File: src/rtl/image_loader_pkg.sv
// Common classifier package: image geometry, pixel width and loader state type.
// IMG_LOADER_BINARIZE_EN selects 8-bit pixels binarized in the loader;
// without it pixels arrive as single bits.
package image_loader_pkg;

  // Image geometry shared with the classifier; image is indexed [row][col].
  localparam int LENGTH = 16;
  localparam int WIDTH  = 16;
  // Classifier window parameters, kept here so both sides agree on them.
  localparam int LEFT   = 0;
  localparam int SHIFT  = 1;

`ifdef IMG_LOADER_BINARIZE_EN
  localparam int PIX_W = 8;
`else
  localparam int PIX_W = 1;
`endif

  localparam int ROW_W = $clog2(LENGTH);
  localparam int COL_W = $clog2(WIDTH);

  typedef enum logic [1:0] {
    IDLE = 2'd0,
    LOAD = 2'd1,
    FIRE = 2'd2,
    HOLD = 2'd3
  } loader_state_t;

endpackage

File: src/rtl/image_loader_if.sv
// Pixel stream valid/ready interface between the pixel source and the loader.
// IMG_LOADER_BINARIZE_EN widens pix_data to 8 bits through the package.
interface image_loader_if;
  import image_loader_pkg::*;

  logic             pix_valid;
  logic             pix_ready;
  logic             pix_sof;
  logic [PIX_W-1:0] pix_data;

  modport master (output pix_valid, output pix_sof, output pix_data, input pix_ready);
  modport slave  (input pix_valid, input pix_sof, input pix_data, output pix_ready);

endinterface

File: src/rtl/image_loader_raster_counter.sv
// Raster-order row/col position counter for the image loader.
// restart points at (0,1) because the start-of-frame beat itself lands on (0,0).
module raster_counter
  import image_loader_pkg::*;
(
  input  logic             clk,
  input  logic             rst,
  input  logic             en,
  input  logic             restart,
  output logic [ROW_W-1:0] row,
  output logic [COL_W-1:0] col,
  output logic             last
);

  logic [ROW_W-1:0] row_q, row_d;
  logic [COL_W-1:0] col_q, col_d;

  // Next position: restart wins over a plain advance; col wraps into the next row.
  always_comb begin
    row_d = row_q;
    col_d = col_q;
    if (restart) begin
      row_d = '0;
      col_d = COL_W'(1);
    end else if (en) begin
      if (col_q == COL_W'(WIDTH - 1)) begin
        col_d = '0;
        row_d = (row_q == ROW_W'(LENGTH - 1)) ? '0 : row_q + ROW_W'(1);
      end else begin
        col_d = col_q + COL_W'(1);
      end
    end
  end

  // Position registers.
  always_ff @(posedge clk) begin
    if (rst) begin
      row_q <= '0;
      col_q <= '0;
    end else begin
      row_q <= row_d;
      col_q <= col_d;
    end
  end

  assign row  = row_q;
  assign col  = col_q;
  assign last = (row_q == ROW_W'(LENGTH - 1)) && (col_q == COL_W'(WIDTH - 1));

endmodule

File: src/rtl/image_loader.sv
// Image loader: assembles a LENGTH x WIDTH binary frame from a pixel stream
// and triggers one classification per completed frame via init_out.
// IMG_LOADER_BINARIZE_EN: 8-bit pixels stored as (pix_data >= THRESH).
//
//   state | meaning
//   IDLE  | waiting for a start-of-frame beat; other beats are dropped
//   LOAD  | filling the image in raster order; sof restarts the frame
//   FIRE  | image complete, init_out held low for one cycle
//   HOLD  | init_out high for HOLD_CYCLES cycles; frame_done on the last
module image_loader
  import image_loader_pkg::*;
#(
  parameter int HOLD_CYCLES = 4
`ifdef IMG_LOADER_BINARIZE_EN
  ,
  parameter int THRESH = 128
`endif
) (
  input  logic                         clk,
  input  logic                         rst,
  image_loader_if.slave                pix,
  output logic [LENGTH-1:0][WIDTH-1:0] image,
  output logic                         init_out,
  output logic                         frame_done,
  output logic [15:0]                  frame_count,
  output logic [7:0]                   abort_count
);

  localparam int HOLD_W = (HOLD_CYCLES > 1) ? $clog2(HOLD_CYCLES) : 1;

  loader_state_t               state_q, state_d;
  logic [HOLD_W-1:0]           hold_q, hold_d;
  logic [LENGTH-1:0][WIDTH-1:0] image_q, image_d;
  logic [15:0]                 frame_count_q, frame_count_d;
  logic [7:0]                  abort_count_q, abort_count_d;

  logic             accept;
  logic             pix_bit;
  logic             cnt_en;
  logic             cnt_restart;
  logic [ROW_W-1:0] row;
  logic [COL_W-1:0] col;
  logic             last;

`ifdef IMG_LOADER_BINARIZE_EN
  localparam logic [7:0] THRESH_B = 8'(THRESH);
  assign pix_bit = (pix.pix_data >= THRESH_B);
`else
  assign pix_bit = pix.pix_data[0];
`endif

  assign pix.pix_ready = !rst && ((state_q == IDLE) || (state_q == LOAD));
  assign accept        = pix.pix_valid && pix.pix_ready;

  raster_counter u_raster (
    .clk     (clk),
    .rst     (rst),
    .en      (cnt_en),
    .restart (cnt_restart),
    .row     (row),
    .col     (col),
    .last    (last)
  );

  // Next-state, image write and frame/abort bookkeeping.
  always_comb begin
    state_d       = state_q;
    hold_d        = hold_q;
    image_d       = image_q;
    frame_count_d = frame_count_q;
    abort_count_d = abort_count_q;
    cnt_en        = 1'b0;
    cnt_restart   = 1'b0;
    unique case (state_q)
      IDLE: begin
        if (accept && pix.pix_sof) begin
          image_d[0][0] = pix_bit;
          cnt_restart   = 1'b1;
          state_d       = LOAD;
        end
      end
      LOAD: begin
        if (accept) begin
          if (pix.pix_sof) begin
            if (abort_count_q != 8'hFF) abort_count_d = abort_count_q + 8'd1;
            image_d[0][0] = pix_bit;
            cnt_restart   = 1'b1;
          end else begin
            image_d[row][col] = pix_bit;
            cnt_en            = 1'b1;
            if (last) state_d = FIRE;
          end
        end
      end
      FIRE: begin
        frame_count_d = frame_count_q + 16'd1;
        hold_d        = HOLD_W'(HOLD_CYCLES - 1);
        state_d       = HOLD;
      end
      HOLD: begin
        if (hold_q == '0) state_d = IDLE;
        else              hold_d  = hold_q - HOLD_W'(1);
      end
      default: state_d = IDLE;
    endcase
  end

  // State and datapath registers with synchronous reset.
  always_ff @(posedge clk) begin
    if (rst) begin
      state_q       <= IDLE;
      hold_q        <= '0;
      image_q       <= '0;
      frame_count_q <= '0;
      abort_count_q <= '0;
    end else begin
      state_q       <= state_d;
      hold_q        <= hold_d;
      image_q       <= image_d;
      frame_count_q <= frame_count_d;
      abort_count_q <= abort_count_d;
    end
  end

  assign image       = image_q;
  assign init_out    = (state_q == HOLD);
  assign frame_done  = (state_q == HOLD) && (hold_q == '0);
  assign frame_count = frame_count_q;
  assign abort_count = abort_count_q;

endmodule

File: src/flat_wrapper.sv
// flat-port wrapper written by rule: the top's interface ports become plain ports
module image_loader_flat import image_loader_pkg::*;
#(
  parameter int HOLD_CYCLES = 4

)
  (clk, rst, image, init_out, frame_done, frame_count, abort_count, pix_pix_valid, pix_pix_sof, pix_pix_data, pix_pix_ready);
  image_loader_if pix_i ();
  input  logic clk;
  input  logic rst;
  output logic [LENGTH-1:0][WIDTH-1:0] image;
  output logic init_out;
  output logic frame_done;
  output logic [15:0] frame_count;
  output logic [7:0] abort_count;
  input wire logic [$bits(pix_i.pix_valid)-1:0] pix_pix_valid;
  input wire logic [$bits(pix_i.pix_sof)-1:0] pix_pix_sof;
  input wire logic [$bits(pix_i.pix_data)-1:0] pix_pix_data;
  output wire logic [$bits(pix_i.pix_ready)-1:0] pix_pix_ready;
  assign pix_i.pix_valid = pix_pix_valid;
  assign pix_i.pix_sof = pix_pix_sof;
  assign pix_i.pix_data = pix_pix_data;
  assign pix_pix_ready = pix_i.pix_ready;
  image_loader #(.HOLD_CYCLES(HOLD_CYCLES)) u_core (.clk(clk), .rst(rst), .pix(pix_i), .image(image), .init_out(init_out), .frame_done(frame_done), .frame_count(frame_count), .abort_count(abort_count));
endmodule
File: config.mk
export PLATFORM = sky130hd
export DESIGN_NAME = image_loader_flat
export DESIGN_NICKNAME = d
export VERILOG_FILES = /design/src/rtl/image_loader_pkg.sv /design/src/rtl/image_loader_if.sv /design/src/rtl/image_loader_raster_counter.sv /design/src/rtl/image_loader.sv /design/src/flat_wrapper.sv
export SDC_FILE = /design/constraint.sdc
export NUM_CORES = 1
export LEC_CHECK = 0
export CAP_MARGIN = 20
export CORE_ASPECT_RATIO = 2
export CORE_MARGIN = 2
export CORE_UTILIZATION = 54
export DETAILED_ROUTE_END_ITERATION = 12
export GPL_TIMING_DRIVEN = 0
export PLACE_DENSITY = 0.86
export SLEW_MARGIN = 30
export SYNTH_ARGS = -nofsm -noshare
export SYNTH_HDL_FRONTEND = slang
export SYNTH_SLANG_ARGS = --single-unit
File: constraint.sdc
create_clock -name clk -period 3.1 [get_ports clk]
set_clock_uncertainty 0.1 [all_clocks]
set_input_delay 0.62 -clock clk [delete_from_list [all_inputs] [get_ports clk]]
set_output_delay 0.62 -clock clk [all_outputs]
set_load 0.02 [all_outputs]
Word-level counts from Yosys, hierarchy flattened
Cells that the tools add are included.

storage, ports and cells
  bits in registers = 292
  input port bits = 5
  output and inout bits = 283
  word-level logic and storage cells = 95

cells by class
  $add $sub $neg = 5
  order comparisons = 4
  eq/ne operators = 12
  multiplexer cells = 28
  bitwise operators = 1
  reduce and logical (&&, ||, !) cells = 21

operators with widths
  kind                                                                                 count
  256-bit bitwise mux                                                                  1
  16-bit demux with 4-bit select                                                       1
  16-bit by 1-bit adder with 16-bit output, second input constant                      1
  16-bit two-way mux                                                                   1
  1-bit two-way mux                                                                    12
  2-bit two-way mux                                                                    6
  4-bit by 5-bit less-than comparator with 1-bit output, second input constant         2
  4-bit by 1-bit adder with 4-bit output, second input constant                        2
  8-bit by 1-bit adder with 8-bit output, second input constant                        1
  4-bit equality test, second input constant                                           2
  4-bit by 1-bit greater-or-equal comparator with 1-bit output, second input constant  2
  4-bit two-way mux                                                                    2
  8-bit inequality test, second input constant                                         1
  2-bit one-hot mux with 4 select lines                                                1
  1-bit logical AND                                                                    7
  2-bit by 1-bit inequality test with 1-bit output, second input constant              3
  2-bit inequality test, second input constant                                         3
  3-bit AND reduction                                                                  2
  2-bit nonzero test                                                                   3
  5-bit AND reduction                                                                  1
  1-bit demux with 4-bit select                                                        1
  2-bit equality test, second input constant                                           2
  2-bit logical NOT                                                                    2
  1-bit one-hot mux with 2 select lines                                                2
  9 further kinds                                                                      10

Longest topological paths before layout
Gate-level depths: netlist (run 1).

  word-level depth = 10
  mapped depth = 10
  gate-level depth less buffers = 6

Hierarchy
From an unflattened synthesis (run 1), not the netlist that was laid out.

second synthesis, totals
  cells, all modules = 1548
  area, all modules = 12490.7 µm²

modules (own cells, without submodules)
  module          instances  cells each  area an instance (µm²)  sequential area each (µm²)
  image_loader    1          1503        12105.4                 5685.5
  raster_counter  1          45          385.4                   160.2

Worst setup path after synthesis (run 1)
OpenSTA, ideal clock, no wires.

  path kind = input port to output port
  start point = input port rst
  end point = output port pix_pix_ready
  data arrival time = 1.579 ns
  required time = 2.380 ns
  slack = 0.801 ns
  cell stages on the path = 4
  buffers on the path = 3
  cell sequence = clkbuf_1 -> clkbuf_1 -> clkbuf_1 -> nor2_1

between the ends
  longest elaborated chain between the ends = 2

ends and longest elaborated chain
  what                line                text
  start: declaration  flat_wrapper.sv:10  input logic rst;
  1-bit logical NOT   image_loader.sv:52  assign pix.pix_ready = !rst && ((state_q == IDLE) || (state_q == LOAD));
  1-bit logical AND   image_loader.sv:52
  end: declaration    flat_wrapper.sv:19  output wire logic [$bits(pix_i.pix_ready)-1:0] pix_pix_ready;

No other way between the ends.

Final worst setup path (run 1)
Ends and elaborated chain as after synthesis.

==> reports/results.ini, run 1 <==
[yosys]
netlist_instances=1489
synth_cell_type_count=51
syn_nets=1509
synth_area_per_cell_sq_um=8.21
synth_ff_type=sky130_fd_sc_hd__dfxtp_1
ys_seq_area_share_pct=47.8
synth_warnings=0
yosys_register_bits=292
post_synth_instance_area_sq_mm=0.0122
synth_async_sr_flop_share_pct=0
edff_count_synth=0

[worst_setup_path]
r2r_endpoint=u_core.image[123]
worst-setup-path-type=input port to output port
worst_ep_arrival_time_ns=2.23
cp_slowest_cell=sky130_fd_sc_hd__clkdlybuf4s50_1
r2r_slack_ns=0.22
cp-startpoint=rst
crit_path_start_kind=input port
max_stage_delay_ns=0.55
cp.required_ns=2.38
ff2ff_path_depth=7
endpoint_kind=output port
regToRegStartpoint=u_core.u_raster.col[0]
crit_path_cell_chain=dlygate4sd2_1, clkbuf_4, clkbuf_8, nor2_1, clkdlybuf4s50_1
crit_fanout=19

[placed_design]
post-dp-hpwl_mm=35.2
place.detailed.instances=2050
pre_cts_ws_ns=-1.04
portBuffers=285
finalWeightedCongestion=0.995

[sta]
timing.max_slew.rel_slack_pct=28.9
max_freq_ghz=0.339
layout_min_cycle_time_ns=2.95
finalHoldViolCount=0
worst-slew-pin-transition_ns=1.07
rsz0062_at_grt=false
fin_setup_tns_ns=0
report.final.setup_viol=0
holdWs_ns=0.362
finalWorstSetupSlack_ns=0.150
drv_slew=0
layout_worst_path_cycle_share_pct=95.1

[global_routing]
grt_first_pass_wirelength_mm=72.5
grt_start_max_net_pins=20
grt_antenna_before_repair=0
globalRouteOverflowTotal=0
grt.total_usage_pct=40.0
number_of_global_route_vias_before_repair=13000

[finish]
multi_input_comb_area_sq_mm=0.00564
regArea_sq_mm=0.00585
instances_no_fill=2095
final_core_utilization_pct=73.4
final_layout_size_suffix_gt1_share_pct=5.55
layout_commonest_cell=sky130_fd_sc_hd__dfxtp_1
area_growth_pct=33.1
final_cell_mix=sky130_fd_sc_hd__dfxtp_1 (292), sky130_fd_sc_hd__clkdlybuf4s50_1 (284), sky130_fd_sc_hd__nand3_1 (264)
fin_nets=1820
antenna-diode-count=0
filler_cell_count=1771

[clocking]
post_cts_sizing=6
cts-hold-fix-buffers=0
clock-sinks=292
htree_num_levels=1
clk_latency_ns=0.54
worst_setup_hold_path_clk_slew_ns=0.07
cts_tree=done
cts_made_buffers=25
cts_setup_buffers=0
clk_root_buf=sky130_fd_sc_hd__clkbuf_16
clk_path_buf_depth=3

[hold_path]
hp-start=pix_pix_sof
hold-path-cell-count=3
hold_class=input port to register
min_delay_worst_endpoint=u_core.u_raster.col[0]

[floorplanning]
floorplan.die.height_microns=217
floorplan.io_pins=288
fp.dieArea_sq_mm=0.0239
fp.dieW_microns=110
floorplan.initialDensity_pct=55.2
floorplan.core_area_sq_mm=0.0222
std_cell_rows=77

[detailed_routing]
drcViolationCount=0
detail_route.first_pass.iterations=8
post_drt_via_cell_ratio=6.40
drtIter0Drc=1175
vias=13400
post_route_antenna_net_violation_count=0
postRouteWirelength_mm=48.6
post_drt_wl_per_cell_microns=23.2

[pwr]
ir_drop_worst_case_vdd_v=0.000509
powerDensity_mw_per_mm2=465
total_leakage_power_nw=5.46

[run_status]
run_status=finished clean

[flow_run]
cap_viol_max_count=0

[how the worst max path moves through the flow]
stage	end	slack [ns]
after floorplan	pix_pix_ready	0.80
after global placement	pix_pix_ready	-1.03
after detailed placement	pix_pix_ready	-1.04
after CTS	pix_pix_ready	0.17
after global routing	pix_pix_ready	0.07
final	pix_pix_ready	0.15
[cells by family after synthesis]
family	after synthesis	synth area share [%]
buffers and inverters	175	6.02
xor gates and xnor gates	13	0.931
adders and majority gates	15	1.54
AOI/OAI and AO/OA	477	19.9
DFF	292	47.8
and+or+nand+nor	479	20.7
muxes	38	3.12
[layer usage]
layer / wire, microns / up-vias / global-route usage, %
met2: 23400 / 940 / 66.6
met4: 5370 / 0 / 35.7
met3: 4670 / 322 / 9.52
li1: - / 5917 / -
met5: 0 / - / 0
met1: 15100 / 6221 / 40.1
[synthesized netlist by cell type (2+ instances only)]
cell type	instances	area share [%]
sky130_fd_sc_hd__buf_1	7	0.21
sky130_fd_sc_hd__and3_1	13	0.67
sky130_fd_sc_hd__nor2_1	78	2.4
sky130_fd_sc_hd__and3b_1	10	0.72
sky130_fd_sc_hd__or3b_1	4	0.29
sky130_fd_sc_hd__nand3_2	5	0.41
sky130_fd_sc_hd__inv_1	13	0.40
sky130_fd_sc_hd__nand3b_1	11	0.68
sky130_fd_sc_hd__a31oi_1	2	0.10
sky130_fd_sc_hd__clkbuf_1	109	3.3
sky130_fd_sc_hd__or3_1	4	0.20
sky130_fd_sc_hd__a221oi_1	2	0.14
sky130_fd_sc_hd__or2_1	3	0.15
sky130_fd_sc_hd__nand4_1	9	0.46
sky130_fd_sc_hd__nor4_1	2	0.10
sky130_fd_sc_hd__xor2_1	9	0.64
sky130_fd_sc_hd__a311oi_1	2	0.14
sky130_fd_sc_hd__nand4b_1	2	0.14
sky130_fd_sc_hd__a21oi_1	236	9.7
sky130_fd_sc_hd__o21ai_1	217	8.9
sky130_fd_sc_hd__nor3b_2	2	0.20
sky130_fd_sc_hd__nor3_1	14	0.57
sky130_fd_sc_hd__nor3b_1	6	0.37
sky130_fd_sc_hd__a211oi_1	4	0.25
sky130_fd_sc_hd__nand2b_1	8	0.41
sky130_fd_sc_hd__a31o_1	2	0.14
sky130_fd_sc_hd__buf_4	6	0.37
sky130_fd_sc_hd__nand2_1	26	0.80
sky130_fd_sc_hd__o21ai_0	9	0.37
sky130_fd_sc_hd__dfxtp_1	292	48
sky130_fd_sc_hd__buf_2	39	1.6
sky130_fd_sc_hd__nand3_1	264	11
sky130_fd_sc_hd__and2_1	5	0.26
sky130_fd_sc_hd__nor2b_1	4	0.20
sky130_fd_sc_hd__mux2i_1	37	3.0
sky130_fd_sc_hd__xnor2_1	4	0.29
sky130_fd_sc_hd__ha_1	15	1.5
[power breakdown]
part | leakage, nW | total (W) | internal, W | switching [W]
combinational | 2.70 | 0.000510 | 0.000145 | 0.000365
sequential | 2.35 | 0.00380 | 0.00377 | 0.0000236
clock | 0.405 | 0.00326 | 0.00182 | 0.00144
[stage by stage]
stage               cell area [sq um]  total power, W
floorplan                       12200         0.00421
global placement                15400         0.00436
detailed placement              15400         0.00437
CTS                             16300         0.00751
global route                    16300         0.00771
finish                          16300         0.00756
[worst max-delay path: cells and delay by family]
kind                   cells  cell delay [ns]
buffers and inverters      4             1.52
and+or+nand+nor            1             0.08
[sequential cells by signal (all words and copies together) (netlist names)]
signal	cells
u_core.abort_count	8
u_core.frame_count	16
u_core.hold_q	2
u_core.image	256
u_core.state_q	2
u_core.u_raster.col	4
u_core.u_raster.row	4
[area by class of cell]
cell class / instances / area share, %
plain buffers: 161 / 4.30
clock buffers: 35 / 4.26
clock inverters: 11 / 0.854
inverters: 13 / 0.300
multi-input cells: 1022 / 34.7
flip-flops and latches: 292 / 35.9
well taps: 276 / 2.12
repair buffers: 285 / 17.5
(Power assumes the default switching activity.)
==> run 2, diff against run 1 <==
--- a/config.mk
+++ b/config.mk
@@ -8,10 +8,11 @@
 export CAP_MARGIN = 20
 export CORE_ASPECT_RATIO = 2
 export CORE_MARGIN = 2
-export CORE_UTILIZATION = 54
+export CORE_UTILIZATION = 56
+export CTS_BUF_LIST = sky130_fd_sc_hd__clkbuf_4
 export DETAILED_ROUTE_END_ITERATION = 12
 export GPL_TIMING_DRIVEN = 0
-export PLACE_DENSITY = 0.86
+export PLACE_DENSITY = 0.88
 export SLEW_MARGIN = 30
 export SYNTH_ARGS = -nofsm -noshare
 export SYNTH_HDL_FRONTEND = slang
==> constraint.sdc (replaced) <==
create_clock -name clk -period 3.1 [get_ports clk]
set_clock_uncertainty 0.1 [all_clocks]
set_input_delay 0.775 -clock clk [delete_from_list [all_inputs] [get_ports clk]]
set_output_delay 0.775 -clock clk [all_outputs]
set_load 0.02 [all_outputs]
==> run 2 against run 1 <==
Effect of this change: combinational power shrank 1%; cell count grew 2.6%; critical endpoint unchanged; sequential share of layout area grew 0.28 points.
==> reports/results.ini, run 2 (synthesis results as in run 1) <==
[finish]
area_growth_pct=32.0  ; was 33.1%
layout_commonest_cell=sky130_fd_sc_hd__dfxtp_1  ; unchanged
instances_no_fill=2149  ; was 2095
final_layout_size_suffix_gt1_share_pct=8.21  ; was 5.55%
filler_cell_count=1732  ; was 1771
largest_register_ff_count=256  ; unchanged
regArea_sq_mm=0.00585  ; unchanged
multi_input_comb_area_sq_mm=0.00564  ; unchanged
fin_nets=1857  ; was 1820
design_area_sq_mm=0.0161  ; was 0.0163 sq mm
final_cell_mix=sky130_fd_sc_hd__dfxtp_1 (292), sky130_fd_sc_hd__clkdlybuf4s50_1 (283), sky130_fd_sc_hd__nand3_1 (264)  ; was sky130_fd_sc_hd__dfxtp_1 (292), sky130_fd_sc_hd__clkdlybuf4s50_1 (284), sky130_fd_sc_hd__nand3_1 (264)

[sta]
max_freq_ghz=0.330  ; was 0.339 GHz
layout_worst_path_cycle_share_pct=97.8  ; was 95.1%
finalHoldViolCount=0  ; unchanged
drv_slew=0  ; unchanged
report.final.setup_viol=0  ; unchanged
timing.max_slew.rel_slack_pct=25.7  ; was 28.9%
rsz0062_at_grt=false  ; unchanged
worst-slew-pin-transition_ns=1.11  ; was 1.07 ns
layout_min_cycle_time_ns=3.03  ; was 2.95 ns

[hold_path]
hold_class=register to register  ; was input port to register
hold-path-cell-count=1  ; was 3

[worst_setup_path]
worst_ep_arrival_time_ns=2.16  ; was 2.23 ns
endpoint_kind=output port  ; unchanged
worst-setup-path-type=input port to output port  ; unchanged
ff2ff_path_depth=7  ; unchanged
crit_fanout=19  ; unchanged
cp.required_ns=2.22  ; was 2.38 ns
crit_path_start_kind=input port  ; unchanged

[detailed_routing]
post_drt_via_cell_ratio=6.35  ; was 6.40
drcViolationCount=0  ; unchanged
detailed_route_wirelength_on_metal2_mm=23.4  ; about the same
drtIter0Drc=1238  ; was 1175
vias=13600  ; was 13400
post_drt_wl_per_cell_microns=22.9  ; was 23.2 microns
post_route_antenna_net_violation_count=0  ; unchanged
detailroute.wirelength.met3_mm=5.22  ; was 4.67 mm
postRouteWirelength_mm=49.2  ; was 48.6 mm
detail_route.first_pass.iterations=7  ; was 8
routedLengthMet1_mm=14.8  ; was 15.1 mm
top_signal_layer_used=met4  ; unchanged

[run_status]
run_status=finished clean  ; unchanged

[clocking]
cts_tree=done  ; unchanged
cts-hold-fix-buffers=0  ; unchanged
htree_num_levels=2  ; was 1
clk_latency_ns=0.70  ; was 0.54 ns
clk_root_buf=sky130_fd_sc_hd__clkbuf_4  ; was sky130_fd_sc_hd__clkbuf_16
clock-sinks=292  ; unchanged
clk_path_buf_depth=3  ; unchanged
cts_made_buffers=61  ; was 25
worst_setup_hold_path_clk_slew_ns=0.07  ; about the same

[flow_run]
cap_viol_max_count=0  ; unchanged

[floorplanning]
floorplan.io_pins=288  ; unchanged
floorplan.die.height_microns=213  ; was 217 microns
fp.dieW_microns=108  ; was 110 microns
fp.dieArea_sq_mm=0.0231  ; was 0.0239 sq mm
std_cell_rows=76  ; was 77
floorplan.initialDensity_pct=56.9  ; was 55.2%
floorplan.core_area_sq_mm=0.0215  ; was 0.0222 sq mm

[pwr]
seq_power_share_pct=54.2  ; was 50.2%
powerDensity_mw_per_mm2=434  ; was 465 mW/mm^2
ir_drop_worst_case_vdd_v=0.000410  ; was 0.000509 V
netSwitchingFraction_pct=26.6  ; was 24.1%
switching_power_w=0.00187  ; was 0.00183 W
intPower_w=0.00514  ; was 0.00574 W
power.share.combinational_pct=7.2  ; was 6.7%
total_leakage_power_nw=5.49  ; was 5.46 nW
power.share.clock_pct=38.6  ; was 43.1%

[placed_design]
place_area_sq_mm=0.0154  ; about the same
finalWeightedCongestion=1.01  ; was 0.995
post-dp-hpwl_mm=35.7  ; was 35.2 mm
place.detailed.instances=2047  ; was 2050
portBuffers=285  ; unchanged

[global_routing]
grt_antenna_before_repair=1  ; was 0
number_of_global_route_vias_before_repair=13300  ; was 13000
grt.total_usage_pct=42.1  ; was 40.0%
globalRouteOverflowTotal=0  ; unchanged
grt_first_pass_wirelength_mm=73.3  ; was 72.5 mm
grt_start_max_net_pins=20  ; unchanged

## run 2: changes by cell type in the layout (fill, tap and decap cells not counted), sizes merged, moves of 2 or more
cell / previous run / this run
clkinv: 5 / 16
bufinv: 3 / 0
clkbuf: 143 / 191
clkinvlp: 2 / 0
## run 2: layer usage
layer / track usage [%] / vias up
met5: 0 / -
met3: 13.2 / 380
met1: 40.1 / 6234
li1: - / 6030
met4: 41.4 / 0
met2: 68.9 / 992
## run 2: metrics by stage
stage          worst slack (ns)  power [W]  hold WS (ns)  util, %  TNS (ns)
4_1_cts                   0.101    0.00697         0.349     75.0         0
5_1_grt                 0.00662    0.00721         0.370     75.1         0
3_5_place_dp              -1.34    0.00437         0.359     71.8    -28.67
2_1_floorplan             0.491    0.00421         0.337        -         0
6_report                 0.0672    0.00701         0.375     75.1         0
3_3_place_gp              -1.37    0.00435         0.352     71.8    -26.94
## run 2: final timing paths
check | start | end | slack, ns
worst max-delay path | rst | pix_pix_ready | 0.07
worst min-delay path | u_core.hold_q[0] | u_core.hold_q[0] | 0.37
worst max register to register | u_core.u_raster.col[0] | u_core.image[219] | 0.30
worst min register to register | u_core.hold_q[0] | u_core.hold_q[0] | 0.37
## run 2: repair_timing
item | 4_1_cts | 5_1_grt
gates resized for setup | 7 | 0
setup buffers | 0 | 0
setup endpoints to repair | 1 | 0
## run 2: cell type report
cell class	instances	area share, %
Sequential cell	292	36.2
Multi-Input combinational cell	1022	35.0
Timing Repair Buffer	286	17.7
Buffer	161	4.34
Clock buffer	83	3.86
Tap cell	273	2.12
Clock inverter	18	0.457
Inverter	13	0.302
Antenna cell	1	0.0155
## run 2: critical path: stages
cell and delay [ns]:
sky130_fd_sc_hd__dlygate4sd2_1 0.40, sky130_fd_sc_hd__clkbuf_4 0.31, sky130_fd_sc_hd__clkbuf_8 0.26, sky130_fd_sc_hd__nor2_1 0.08, sky130_fd_sc_hd__dlygate4sd2_1 0.32
## run 2: power by group through the flow
stage | sequential (W) | clock [W] | combinational, W
final | 0.00380 | 0.00271 | 0.000505
after global routing | 0.00380 | 0.00288 | 0.000534
after CTS | 0.00380 | 0.00268 | 0.000487
after detailed placement | 0.00388 | 0 | 0.000487
after global placement | 0.00388 | 0 | 0.000474
after floorplan | 0.00388 | 0 | 0.000325
==> run 3, diff against run 2 <==
--- a/config.mk
+++ b/config.mk
@@ -13,6 +13,7 @@
 export DETAILED_ROUTE_END_ITERATION = 12
 export GPL_TIMING_DRIVEN = 0
 export PLACE_DENSITY = 0.88
+export REMOVE_ABC_BUFFERS = 1
 export SLEW_MARGIN = 30
 export SYNTH_ARGS = -nofsm -noshare
 export SYNTH_HDL_FRONTEND = slang
==> run 3 against run 2 <==
Effect of this change: combinational power fell by 3%; total power rose by 2.7%; critical endpoint is now frame_done; first-iteration DRC count fell by 5.1%; register-to-register slack improved by 0.04 ns; critical path type is now register to output port; largest power group unchanged; sequential power barely moved; global-route usage fell by 6.9 points; clock-buffer cell count rose by 15; critical path depth fell by 2; non-clock buffer count fell by 152.
==> reports/results.ini, run 3 (synthesis results as in run 1) <==
[sta]
layout_worst_path_cycle_share_pct=94.1  ; was 97.8%
max_freq_ghz=0.343  ; was 0.330 GHz
layout_min_cycle_time_ns=2.92  ; was 3.03 ns
report.final.setup_viol=0  ; unchanged
finalHoldViolCount=0  ; unchanged
worst-slew-pin-transition_ns=1.08  ; was 1.11 ns
finalWorstSetupSlack_ns=0.183  ; was 0.0672 ns
rsz0062_at_grt=false  ; unchanged
drv_slew=0  ; unchanged
holdWs_ns=0.334  ; was 0.375 ns
timing.max_slew.rel_slack_pct=27.7  ; was 25.7%

[worst_setup_path]
worst-path-buf-inv=1  ; was 4
ff2ff_path_depth=7  ; unchanged
r2r_endpoint=u_core.image[137]  ; was u_core.image[219]
endpoint_kind=output port  ; unchanged
regToRegStartpoint=u_core.state_q[1]  ; was u_core.u_raster.col[0]
crit_path_cell_chain=ha_1, and2_1, clkdlybuf4s50_1  ; was dlygate4sd2_1, clkbuf_4, clkbuf_8, nor2_1, dlygate4sd2_1
r2r_slack_ns=0.34  ; was 0.30 ns
crit_fanout=4  ; was 19
timing.critical_path.max_delay_family=buffers and inverters  ; unchanged
cp.required_ns=2.22  ; about the same
worst_ep_arrival_time_ns=2.04  ; was 2.16 ns
worst-setup-path-type=register to output port  ; was input port to output port
max_stage_delay_ns=0.60  ; was 0.40 ns
crit_path_start_kind=register  ; was input port
cp_slowest_cell=sky130_fd_sc_hd__clkdlybuf4s50_1  ; was sky130_fd_sc_hd__dlygate4sd2_1

[floorplanning]
std_cell_rows=76  ; unchanged
floorplan.initialDensity_pct=56.9  ; unchanged
fp.dieArea_sq_mm=0.0231  ; unchanged
floorplan.io_pins=288  ; unchanged
fp.dieW_microns=108  ; unchanged
floorplan.core_area_sq_mm=0.0215  ; unchanged
floorplan.die.height_microns=213  ; unchanged

[detailed_routing]
post_route_antenna_net_violation_count=0  ; unchanged
drtIter0Drc=1175  ; was 1238
detail_route.first_pass.iterations=6  ; was 7
drcViolationCount=0  ; unchanged
post_drt_wl_per_cell_microns=21.0  ; was 22.9 microns
post_drt_via_cell_ratio=6.29  ; was 6.35
postRouteWirelength_mm=42.2  ; was 49.2 mm
vias=12600  ; was 13600

[clocking]
clk_path_buf_depth=3  ; unchanged
cts_tree=done  ; unchanged
clk_root_buf=sky130_fd_sc_hd__clkbuf_4  ; unchanged
cts_setup_buffers=0  ; unchanged
cts-hold-fix-buffers=0  ; unchanged
clk_latency_ns=0.65  ; was 0.70 ns
worst_setup_hold_path_clk_slew_ns=0.07  ; about the same
htree_num_levels=3  ; was 2
clock-sinks=292  ; unchanged
cts_made_buffers=66  ; was 61

[hold_path]
hp-start=pix_pix_data  ; was u_core.hold_q[0]
min_delay_worst_endpoint=u_core.image[95]  ; was u_core.hold_q[0]
hold_class=input port to register  ; was register to register
hold-path-cell-count=3  ; was 1

[global_routing]
grt_start_max_net_pins=128  ; was 20
globalRouteOverflowTotal=0  ; unchanged
number_of_global_route_vias_before_repair=11800  ; was 13300
grt.total_usage_pct=35.2  ; was 42.1%
grt_first_pass_wirelength_mm=63.0  ; was 73.3 mm
grt_antenna_before_repair=1  ; unchanged

[finish]
fin_nets=1710  ; was 1857
instances_no_fill=2006  ; was 2149
final_cell_mix=sky130_fd_sc_hd__dfxtp_1 (290), sky130_fd_sc_hd__clkdlybuf4s50_1 (284), sky130_fd_sc_hd__nand3_1 (264)  ; was sky130_fd_sc_hd__dfxtp_1 (292), sky130_fd_sc_hd__clkdlybuf4s50_1 (283), sky130_fd_sc_hd__nand3_1 (264)
area_growth_pct=29.1  ; was 32.0%
largest_register_ff_count=256  ; unchanged
final_layout_size_suffix_gt1_share_pct=7.68  ; was 8.21%
layout_commonest_cell=sky130_fd_sc_hd__dfxtp_1  ; unchanged
design_area_sq_mm=0.0158  ; was 0.0161 sq mm

[placed_design]
place_area_sq_mm=0.0150  ; was 0.0154 sq mm
post-dp-hpwl_mm=27.4  ; was 35.7 mm
pre_cts_ws_ns=-0.629  ; was -1.34 ns
place.detailed.instances=1895  ; was 2047
finalWeightedCongestion=0.886  ; was 1.01
portBuffers=287  ; was 285

[pwr]
finalPower_w=0.00720  ; was 0.00701 W
total_leakage_power_nw=5.27  ; was 5.49 nW
powerDensity_mw_per_mm2=456  ; was 434 mW/mm^2
ir_drop_worst_case_vdd_v=0.000322  ; was 0.000410 V

[run_status]
run_status=finished clean  ; unchanged

[flow_run]
cap_viol_max_count=0  ; unchanged

## run 3: cell types whose count changed in the layout (fill, tap and decap cells not counted), sizes merged
| cell | change |
|---|---|
| clkbuf | -93 |
| clkdlybuf4s50 | +1 |
| clkinv | -5 |
| dlygate4sd2 | -1 |
| inv | -1 |
| buf | -44 |
## run 3: final cells by class
type / count / area, sq um
flip-flops and latches: 292 / 5850
multi-input cells: 1022 / 5720
diodes: 1 / 2.50
fillers: 1616 / 5710
inverters: 13 / 48.8
clock inverters: 12 / 46.3
clock buffers: 98 / 736
well taps: 273 / 342
repair buffers: 295 / 3040
## run 3: power by group
part / switching, W / internal (W)
clock: 0.00148 / 0.00144
sequential: 0.0000245 / 0.00377
combinational: 0.000338 / 0.000151
total: 0.00184 / 0.00536
## run 3: worst max path at each step
stage / from / end / slack (ns) / depth (start not counted)
global route: u_core.state_q[1] / frame_done / 0.12 / 3
global placement: rst / u_core.image[55] / -8.53 / 5
CTS: pix_pix_sof / u_core.image[212] / 0.05 / 5
detailed placement: pix_pix_sof / u_core.image[237] / -0.63 / 5
finish: u_core.state_q[1] / frame_done / 0.18 / 3
floorplan: pix_pix_sof / u_core.image[36] / 0.10 / 4
## run 3: repair_timing
action                     CTS  global route
gates resized for setup      4             3
setup endpoints to repair    1            37
hold endpoints to repair     0             0
## run 3: worst reg2reg max path: cells and delay by family, from the launching register on
family,cells,cell delay [ns]
adders and majority gates,1,0.31
AOI/OAI and AO/OA,1,0.16
buffers and inverters,2,0.34
DFF,1,0.35
and+or+nand+nor,3,1.43
## run 3: routing by layer
layer | global-route usage [%] | share of wire (%) | vias to the layer above
met3 | 6.29 | 8.7 | 199
li1 | - | - | 5730
met1 | 39.6 | 35 | 5860
met4 | 29.0 | 8.1 | 0
met2 | 56.9 | 49 | 832
met5 | 0 | 0 | -
## run 3: metrics by stage
stage	util (%)	TNS, ns
after global routing	73.4	0
after detailed placement	69.6	-53.45
after floorplan	-	0
after CTS	73.3	0
final	73.4	0
after global placement	68.6	-2313.47
